**src/rtl/ysyx_24100005_arb_pkg.sv**
```systemverilog
// rtl/ysyx_24100005_arb_pkg.sv - shared state/owner encodings and grant rule for the memory arbiter
package ysyx_24100005_arb_pkg;

    typedef enum logic [1:0] {
        IDLE  = 2'd0,
        ISSUE = 2'd1,
        WAIT  = 2'd2,
        RESP  = 2'd3
    } arb_state_t;

    typedef enum logic {
        OWN_IFU = 1'b0,
        OWN_LSU = 1'b1
    } arb_owner_t;

    // Round-robin: on a tie the master that did not win last time goes first.
    function automatic arb_owner_t pick_owner(input logic ifu_v, input logic lsu_v,
                                              input arb_owner_t last);
        if (ifu_v && lsu_v) begin
            return (last == OWN_IFU) ? OWN_LSU : OWN_IFU;
        end
        return lsu_v ? OWN_LSU : OWN_IFU;
    endfunction

endpackage

```
**src/rtl/ysyx_24100005_mem_arbiter_if.sv**
```systemverilog
// rtl/ysyx_24100005_mem_arbiter_if.sv - IFU/LSU/memory bundle; slave = arbiter view, master = masters+memory view
interface ysyx_24100005_mem_arbiter_if #(
    parameter int ADDR_W = 32,
    parameter int DATA_W = 32
);
    logic                ifu_req_valid;
    logic                ifu_req_ready;
    logic [ADDR_W-1:0]   ifu_addr;
    logic                ifu_resp_valid;
    logic [DATA_W-1:0]   ifu_rdata;
    logic                ifu_resp_err;

    logic                lsu_req_valid;
    logic                lsu_req_ready;
    logic [ADDR_W-1:0]   lsu_addr;
    logic                lsu_wen;
    logic [DATA_W-1:0]   lsu_wdata;
    logic [DATA_W/8-1:0] lsu_wmask;
    logic                lsu_resp_valid;
    logic [DATA_W-1:0]   lsu_rdata;
    logic                lsu_resp_err;

    logic                mem_req_valid;
    logic                mem_req_ready;
    logic [ADDR_W-1:0]   mem_addr;
    logic                mem_wen;
    logic [DATA_W-1:0]   mem_wdata;
    logic [DATA_W/8-1:0] mem_wmask;
    logic                mem_resp_valid;
    logic [DATA_W-1:0]   mem_rdata;
    logic                mem_resp_err;

    modport slave (
        input  ifu_req_valid, ifu_addr,
        input  lsu_req_valid, lsu_addr, lsu_wen, lsu_wdata, lsu_wmask,
        input  mem_req_ready, mem_resp_valid, mem_rdata, mem_resp_err,
        output ifu_req_ready, ifu_resp_valid, ifu_rdata, ifu_resp_err,
        output lsu_req_ready, lsu_resp_valid, lsu_rdata, lsu_resp_err,
        output mem_req_valid, mem_addr, mem_wen, mem_wdata, mem_wmask
    );

    modport master (
        output ifu_req_valid, ifu_addr,
        output lsu_req_valid, lsu_addr, lsu_wen, lsu_wdata, lsu_wmask,
        output mem_req_ready, mem_resp_valid, mem_rdata, mem_resp_err,
        input  ifu_req_ready, ifu_resp_valid, ifu_rdata, ifu_resp_err,
        input  lsu_req_ready, lsu_resp_valid, lsu_rdata, lsu_resp_err,
        input  mem_req_valid, mem_addr, mem_wen, mem_wdata, mem_wmask
    );
endinterface

```
**src/rtl/ysyx_24100005_arb_timer.sv**
```systemverilog
// rtl/ysyx_24100005_arb_timer.sv - watchdog counter; expired in the TIMEOUT-th enabled cycle after clr
module ysyx_24100005_arb_timer #(
    parameter int TIMEOUT = 255
) (
    input  logic clk,
    input  logic rst,
    input  logic clr,
    input  logic en,
    output logic expired
);
    localparam int CNT_W = (TIMEOUT < 2) ? 1 : $clog2(TIMEOUT);

    logic [CNT_W-1:0] cnt_q;

    assign expired = en && (cnt_q == CNT_W'(TIMEOUT - 1));

    always_ff @(posedge clk or posedge rst) begin
        if (rst) begin
            cnt_q <= '0;
        end else if (clr) begin
            cnt_q <= '0;
        end else if (en && !expired) begin
            cnt_q <= cnt_q + 1'b1;
        end
    end
endmodule

```
**src/rtl/ysyx_24100005_mem_arbiter.sv**
```systemverilog
// rtl/ysyx_24100005_mem_arbiter.sv - IFU/LSU round-robin arbiter onto one memory port, one outstanding txn
// Optional watchdog error response: YSYX_24100005_ARB_TIMEOUT_EN
module ysyx_24100005_mem_arbiter
    import ysyx_24100005_arb_pkg::*;
#(
    parameter int ADDR_W  = 32,
    parameter int DATA_W  = 32,
    parameter int TIMEOUT = 255
) (
    input  logic                        clk,
    input  logic                        rst,
    ysyx_24100005_mem_arbiter_if.slave  bus,
    output logic                        busy
);
    arb_state_t state_q, state_d;
    arb_owner_t owner_q, last_grant_q, winner;

    logic grant_ifu, grant_lsu;
    logic accept, resp_take, timed_out, tmo_expired;

    logic [ADDR_W-1:0]   addr_q;
    logic                wen_q;
    logic [DATA_W-1:0]   wdata_q;
    logic [DATA_W/8-1:0] wmask_q;
    logic [DATA_W-1:0]   rdata_q;
    logic                err_q;

`ifdef YSYX_24100005_ARB_TIMEOUT_EN
    ysyx_24100005_arb_timer #(
        .TIMEOUT (TIMEOUT)
    ) u_timer (
        .clk     (clk),
        .rst     (rst),
        .clr     (accept),
        .en      ((state_q == ISSUE) || (state_q == WAIT)),
        .expired (tmo_expired)
    );
`else
    // No watchdog: the comparison is constant false and only keeps TIMEOUT referenced.
    assign tmo_expired = (TIMEOUT < 0);
`endif

    always_ff @(posedge clk or posedge rst) begin
        if (rst) begin
            state_q <= IDLE;
        end else begin
            state_q <= state_d;
        end
    end

    always_comb begin
        state_d   = state_q;
        winner    = pick_owner(bus.ifu_req_valid, bus.lsu_req_valid, last_grant_q);
        grant_ifu = 1'b0;
        grant_lsu = 1'b0;
        accept    = 1'b0;
        resp_take = 1'b0;
        timed_out = 1'b0;
        case (state_q)
            IDLE: begin
                grant_ifu = bus.ifu_req_valid && (winner == OWN_IFU);
                grant_lsu = bus.lsu_req_valid && (winner == OWN_LSU);
                accept    = grant_ifu || grant_lsu;
                if (accept) state_d = ISSUE;
            end
            ISSUE: begin
                // Timeout wins a same-cycle ready; any later memory response lands in IDLE and is dropped.
                if (tmo_expired) begin
                    timed_out = 1'b1;
                    state_d   = RESP;
                end else if (bus.mem_req_ready) begin
                    state_d = WAIT;
                end
            end
            WAIT: begin
                if (bus.mem_resp_valid) begin
                    resp_take = 1'b1;
                    state_d   = RESP;
                end else if (tmo_expired) begin
                    timed_out = 1'b1;
                    state_d   = RESP;
                end
            end
            RESP: state_d = IDLE;
            default: state_d = IDLE;
        endcase
    end

    always_ff @(posedge clk or posedge rst) begin
        if (rst) begin
            owner_q      <= OWN_IFU;
            last_grant_q <= OWN_LSU;
            addr_q       <= '0;
            wen_q        <= 1'b0;
            wdata_q      <= '0;
            wmask_q      <= '0;
            rdata_q      <= '0;
            err_q        <= 1'b0;
        end else begin
            if (accept) begin
                owner_q      <= winner;
                last_grant_q <= winner;
                if (winner == OWN_LSU) begin
                    addr_q  <= bus.lsu_addr;
                    wen_q   <= bus.lsu_wen;
                    wdata_q <= bus.lsu_wdata;
                    wmask_q <= bus.lsu_wmask;
                end else begin
                    addr_q  <= bus.ifu_addr;
                    wen_q   <= 1'b0;
                    wdata_q <= '0;
                    wmask_q <= '0;
                end
            end
            if (resp_take) begin
                rdata_q <= bus.mem_rdata;
                err_q   <= bus.mem_resp_err;
            end else if (timed_out) begin
                rdata_q <= '0;
                err_q   <= 1'b1;
            end
        end
    end

    assign bus.ifu_req_ready  = grant_ifu;
    assign bus.lsu_req_ready  = grant_lsu;

    assign bus.mem_req_valid  = (state_q == ISSUE);
    assign bus.mem_addr       = addr_q;
    assign bus.mem_wen        = wen_q;
    assign bus.mem_wdata      = wdata_q;
    assign bus.mem_wmask      = wmask_q;

    assign bus.ifu_resp_valid = (state_q == RESP) && (owner_q == OWN_IFU);
    assign bus.lsu_resp_valid = (state_q == RESP) && (owner_q == OWN_LSU);
    assign bus.ifu_rdata      = rdata_q;
    assign bus.lsu_rdata      = rdata_q;
    assign bus.ifu_resp_err   = bus.ifu_resp_valid && err_q;
    assign bus.lsu_resp_err   = bus.lsu_resp_valid && err_q;

    assign busy = (state_q != IDLE);
endmodule

```
**src/flat_wrapper.sv**
```systemverilog
// flat-port wrapper written by rule: the top's interface ports become plain ports
module ysyx_24100005_mem_arbiter_flat import ysyx_24100005_arb_pkg::*;
#(
    parameter int ADDR_W  = 32,
    parameter int DATA_W  = 32,
    parameter int TIMEOUT = 255
)
  (clk, rst, busy, bus_ifu_req_valid, bus_ifu_addr, bus_lsu_req_valid, bus_lsu_addr, bus_lsu_wen, bus_lsu_wdata, bus_lsu_wmask, bus_mem_req_ready, bus_mem_resp_valid, bus_mem_rdata, bus_mem_resp_err, bus_ifu_req_ready, bus_ifu_resp_valid, bus_ifu_rdata, bus_ifu_resp_err, bus_lsu_req_ready, bus_lsu_resp_valid, bus_lsu_rdata, bus_lsu_resp_err, bus_mem_req_valid, bus_mem_addr, bus_mem_wen, bus_mem_wdata, bus_mem_wmask);
  ysyx_24100005_mem_arbiter_if #(.ADDR_W(ADDR_W), .DATA_W(DATA_W)) bus_i ();
  input  logic clk;
  input  logic rst;
  output logic busy;
  input wire logic [$bits(bus_i.ifu_req_valid)-1:0] bus_ifu_req_valid;
  input wire logic [$bits(bus_i.ifu_addr)-1:0] bus_ifu_addr;
  input wire logic [$bits(bus_i.lsu_req_valid)-1:0] bus_lsu_req_valid;
  input wire logic [$bits(bus_i.lsu_addr)-1:0] bus_lsu_addr;
  input wire logic [$bits(bus_i.lsu_wen)-1:0] bus_lsu_wen;
  input wire logic [$bits(bus_i.lsu_wdata)-1:0] bus_lsu_wdata;
  input wire logic [$bits(bus_i.lsu_wmask)-1:0] bus_lsu_wmask;
  input wire logic [$bits(bus_i.mem_req_ready)-1:0] bus_mem_req_ready;
  input wire logic [$bits(bus_i.mem_resp_valid)-1:0] bus_mem_resp_valid;
  input wire logic [$bits(bus_i.mem_rdata)-1:0] bus_mem_rdata;
  input wire logic [$bits(bus_i.mem_resp_err)-1:0] bus_mem_resp_err;
  output wire logic [$bits(bus_i.ifu_req_ready)-1:0] bus_ifu_req_ready;
  output wire logic [$bits(bus_i.ifu_resp_valid)-1:0] bus_ifu_resp_valid;
  output wire logic [$bits(bus_i.ifu_rdata)-1:0] bus_ifu_rdata;
  output wire logic [$bits(bus_i.ifu_resp_err)-1:0] bus_ifu_resp_err;
  output wire logic [$bits(bus_i.lsu_req_ready)-1:0] bus_lsu_req_ready;
  output wire logic [$bits(bus_i.lsu_resp_valid)-1:0] bus_lsu_resp_valid;
  output wire logic [$bits(bus_i.lsu_rdata)-1:0] bus_lsu_rdata;
  output wire logic [$bits(bus_i.lsu_resp_err)-1:0] bus_lsu_resp_err;
  output wire logic [$bits(bus_i.mem_req_valid)-1:0] bus_mem_req_valid;
  output wire logic [$bits(bus_i.mem_addr)-1:0] bus_mem_addr;
  output wire logic [$bits(bus_i.mem_wen)-1:0] bus_mem_wen;
  output wire logic [$bits(bus_i.mem_wdata)-1:0] bus_mem_wdata;
  output wire logic [$bits(bus_i.mem_wmask)-1:0] bus_mem_wmask;
  assign bus_i.ifu_req_valid = bus_ifu_req_valid;
  assign bus_i.ifu_addr = bus_ifu_addr;
  assign bus_i.lsu_req_valid = bus_lsu_req_valid;
  assign bus_i.lsu_addr = bus_lsu_addr;
  assign bus_i.lsu_wen = bus_lsu_wen;
  assign bus_i.lsu_wdata = bus_lsu_wdata;
  assign bus_i.lsu_wmask = bus_lsu_wmask;
  assign bus_i.mem_req_ready = bus_mem_req_ready;
  assign bus_i.mem_resp_valid = bus_mem_resp_valid;
  assign bus_i.mem_rdata = bus_mem_rdata;
  assign bus_i.mem_resp_err = bus_mem_resp_err;
  assign bus_ifu_req_ready = bus_i.ifu_req_ready;
  assign bus_ifu_resp_valid = bus_i.ifu_resp_valid;
  assign bus_ifu_rdata = bus_i.ifu_rdata;
  assign bus_ifu_resp_err = bus_i.ifu_resp_err;
  assign bus_lsu_req_ready = bus_i.lsu_req_ready;
  assign bus_lsu_resp_valid = bus_i.lsu_resp_valid;
  assign bus_lsu_rdata = bus_i.lsu_rdata;
  assign bus_lsu_resp_err = bus_i.lsu_resp_err;
  assign bus_mem_req_valid = bus_i.mem_req_valid;
  assign bus_mem_addr = bus_i.mem_addr;
  assign bus_mem_wen = bus_i.mem_wen;
  assign bus_mem_wdata = bus_i.mem_wdata;
  assign bus_mem_wmask = bus_i.mem_wmask;
  ysyx_24100005_mem_arbiter #(.ADDR_W(ADDR_W), .DATA_W(DATA_W), .TIMEOUT(TIMEOUT)) u_core (.clk(clk), .rst(rst), .bus(bus_i), .busy(busy));
endmodule
```
**config.mk**
```make
export PLATFORM = sky130hd
export DESIGN_NAME = ysyx_24100005_mem_arbiter_flat
export DESIGN_NICKNAME = d
export VERILOG_FILES = /design/src/rtl/ysyx_24100005_arb_pkg.sv /design/src/rtl/ysyx_24100005_mem_arbiter_if.sv /design/src/rtl/ysyx_24100005_arb_timer.sv /design/src/rtl/ysyx_24100005_mem_arbiter.sv /design/src/flat_wrapper.sv
export SDC_FILE = /design/constraint.sdc
export NUM_CORES = 1
export LEC_CHECK = 0
export CAP_MARGIN = 20
export CORE_ASPECT_RATIO = 0.7
export CORE_UTILIZATION = 37
export DETAILED_ROUTE_END_ITERATION = 8
export HOLD_SLACK_MARGIN = 0.12
export PLACE_DENSITY = 0.83
export SLEW_MARGIN = 10
export SYNTH_ARGS = -nofsm -noshare
export SYNTH_HDL_FRONTEND = slang
export SYNTH_SLANG_ARGS = --single-unit
```
**constraint.sdc**
```tcl
create_clock -name clk -period 5.3 [get_ports clk]
set_clock_uncertainty 0.2 [all_clocks]
set_input_delay 1.06 -clock clk [delete_from_list [all_inputs] [get_ports clk]]
set_output_delay 1.06 -clock clk [all_outputs]
set_load 0.005 [all_outputs]
```
==> impl_metrics.yaml <==
timing:
  min_period_ns: 4.25
  setup_viol: 0
  report.final.slew_viol_count: 0
  fin_crit_sh_pct: 80.1
  slew_headroom_pct: 33.6
  hold_viol: 0
  worst_pin_slew_ns: 0.993
  whs_ns: 0.310
  rsz0062_at_grt: "false"
  setup_tns_ns: 0
  max_freq_ghz: 0.236
global_routing:
  grt_util_all_layers_pct: 19.8
  antenna_found_initial: 0
  grt_pass1_wl_um: 19200
  overflow: 0
  grt_max_degree: 76
  grt_pass1_vias: 3732
clock_network:
  clkSinkCount: 106
  cts_buffer_depth: 2
  path_clk_slew_ns: 0.07
  cts_resized: 0
  hold_buffers: 0
  htree_levels: 3
  clock-root-buffer: "clkbuf_16"
  clk_latency_ns: 0.33
  cts_buffers: 9
  cts_tree: "done"
  post-cts-setup-buffers: 0
detailed_routing:
  drtIter0Drc: 146
  wire_per_inst_um: 16.1
  first_pass_iters: 4
  ant_nets: 0
  vias_per_cell: 4.86
  drc: 0
  wl_um: 12800
  route.vias.total: 3866
setup_path:
  critPathTopFamily: "buffers and inverters"
  crit_path_frequent_cell: "clkdlybuf4s50_1"
  arrival_ns: 2.99
  slowest_stage: "clkdlybuf4s50_1"
  cp.required_ns: 4.04
  crit_buf_inv: 2
  crit_type: "input port to primary output"
  critPathMaxFanout: 14
  start_kind: "input port"
  max_stage_delay_ns: 0.64
  endpoint_kind: "primary output"
  path_cells: "clkdlybuf4s50_1, a21bo_1, and3_2, clkdlybuf4s50_1"
finish:
  final_cells: 795
  syn_to_final_growth_pct: 67.2
  final_common_cell: "clkdlybuf4s50_1"
  layout.nets: 778
  fill_cells: 887
  diodes: 0
  final_cell_mix: "clkdlybuf4s50_1 (280), dfrtp_1 (105), a21oi_1 (64)"
  design_area_sq_mm: 0.00754
  layout-drive-gt1-share_pct: 9.87
  utilization_pct: 63.9
place:
  port-buffer-count: 280
  dpl_cell_area_sq_mm: 0.00721
  dpl.cell_count: 778
  dp.final_hpwl_um: 9600
  place_congestion: 0.797
yosys:
  synth_top_area_share_pct: 58.2
  syn_nets: 535
  avgSynthCellArea_sq_um: 11.6
  syn_area_sq_mm: 0.00451
  syn_inst: 390
  yosysTopAreaCell: "dfrtp_1"
  synth_edf_count: 0
  ys_ff_latch: 106
  synth_cell_types: 28
  yosysWarningCount: 0
  synthArstFlopShare_pct: 100
  synth-seq-area-share_pct: 58.8
  synth_ff_type: "dfrtp_1"
  synth_area_leaders: "dfrtp_1 (58%), mux2_2 (8.2%), a22o_1 (7.2%)"
min_path:
  worstHoldPathType: "register to register"
floorplanning:
  start_util_pct: 38.2
  die-area_sq_mm: 0.0126
  core_region_area_sq_mm: 0.0118
  rows: 33
  die_h_um: 94.4
  die_x_um: 134
  io_pins: 281
outcome:
  outcome: "completed"
power_and_ir_drop:
  ir_drop_uv: 246
  leakage_nw: 3.22
  p_per_area_mw_per_mm2: 545
flow_run:
  cap_violations: 0
[through the flow]
stage / total power (W) / setup slack (ns)
2_1_floorplan: 0.00232 / 1.25
3_3_place_gp: 0.00334 / 1.21
5_1_grt: 0.00436 / 1.00
3_5_place_dp: 0.00343 / 1.08
6_report: 0.00411 / 1.05
4_1_cts: 0.00413 / 1.08
[kinds of logic (layout without fill, tap and decap cells)]
group | after synthesis | after routing | synth area share [%]
AOI/OAI and AO/OA | 108 | 108 | 15.7
DFF | 106 | 106 | 58.8
and+or+nand+nor | 74 | 74 | 6.63
buffers and inverters | 62 | 310 | 8.79
muxes | 35 | 35 | 8.71
adders and majority gates | 5 | 5 | 1.39
[layer usage]
layer,vias up,wire (um),share of wire (%),global-route usage (%)
met5,-,0,0,0
met4,0,243,1.9,7.48
met3,20,998,7.8,6.28
met2,189,6490,51,34.0
met1,1860,5060,40,23.4
li1,1797,-,-,-
[where the power goes]
part | total [W] | switching, W | internal (W)
clock network | 0.000686 | 0.000307 | 0.000379
logic | 0.00198 | 0.000697 | 0.00128
registers | 0.00144 | 0.000252 | 0.00119
total | 0.00411 | 0.00126 | 0.00285
[registers in the layout (all words and copies together) (netlist names)]
register and flops:
u_core.bus.mem_wmask 4, u_core.bus.mem_wdata 32, u_core.bus.mem_wen 1, u_core.bus.ifu_rdata 32, u_core.state_q 2, u_core.err_q 1, u_core.last_grant_q 1, u_core.bus.mem_addr 32
u_core.owner_q 1
[worst reg2reg max path: stages, from the launching register on]
cell and delay [ns]:
dfrtp_1 0.38, inv_1 0.09, ha_1 0.31, o21ai_4 0.41
buf_4 0.49, a21oi_1 0.11, a21oi_1 0.16
[area by class of cell]
class | count | area, sq um | area share (%)
inverters | 6 | 25.0 | 0.332
clock inverters | 6 | 78.8 | 1.05
well taps | 157 | 196 | 2.60
repair buffers | 288 | 2890 | 38.3
clock buffers | 10 | 229 | 3.04
multi-input cells | 222 | 1470 | 19.5
flip-flops and latches | 106 | 2650 | 35.2
[synth_stat cells, types with 2 or more instances]
library cell,number
a21o_1,2
inv_1,6
nand2_1,34
ha_1,5
buf_4,32
dfrtp_1,105
nor2_1,34
mux2_2,33
clkbuf_1,6
buf_1,3
buf_2,11
buf_6,4
a22o_1,37
a21oi_1,64
[worst paths after layout]
check	start	to	slack, ns	cells past startpoint
worst max-delay path	bus_ifu_req_valid	bus_ifu_req_ready	1.05	4
worst max register to register	u_core.state_q[0]$_DFFE_PP0P_	u_core.bus.mem_addr[10]$_DFFE_PP0P_	3.08	6
max in group asynchronous	rst	u_core.bus.ifu_rdata[23]$_DFFE_PP0P_	2.85	3
worst min register to register	u_core.bus.mem_wdata[2]$_DFFE_PP0P_	u_core.bus.mem_wdata[2]$_DFFE_PP0P_	0.31	1
min in group asynchronous	rst	u_core.bus.ifu_rdata[3]$_DFFE_PP0P_	1.07	2
worst min-delay path	u_core.bus.mem_wdata[2]$_DFFE_PP0P_	u_core.bus.mem_wdata[2]$_DFFE_PP0P_	0.31	1
Power figures use the tool's default switching activity.
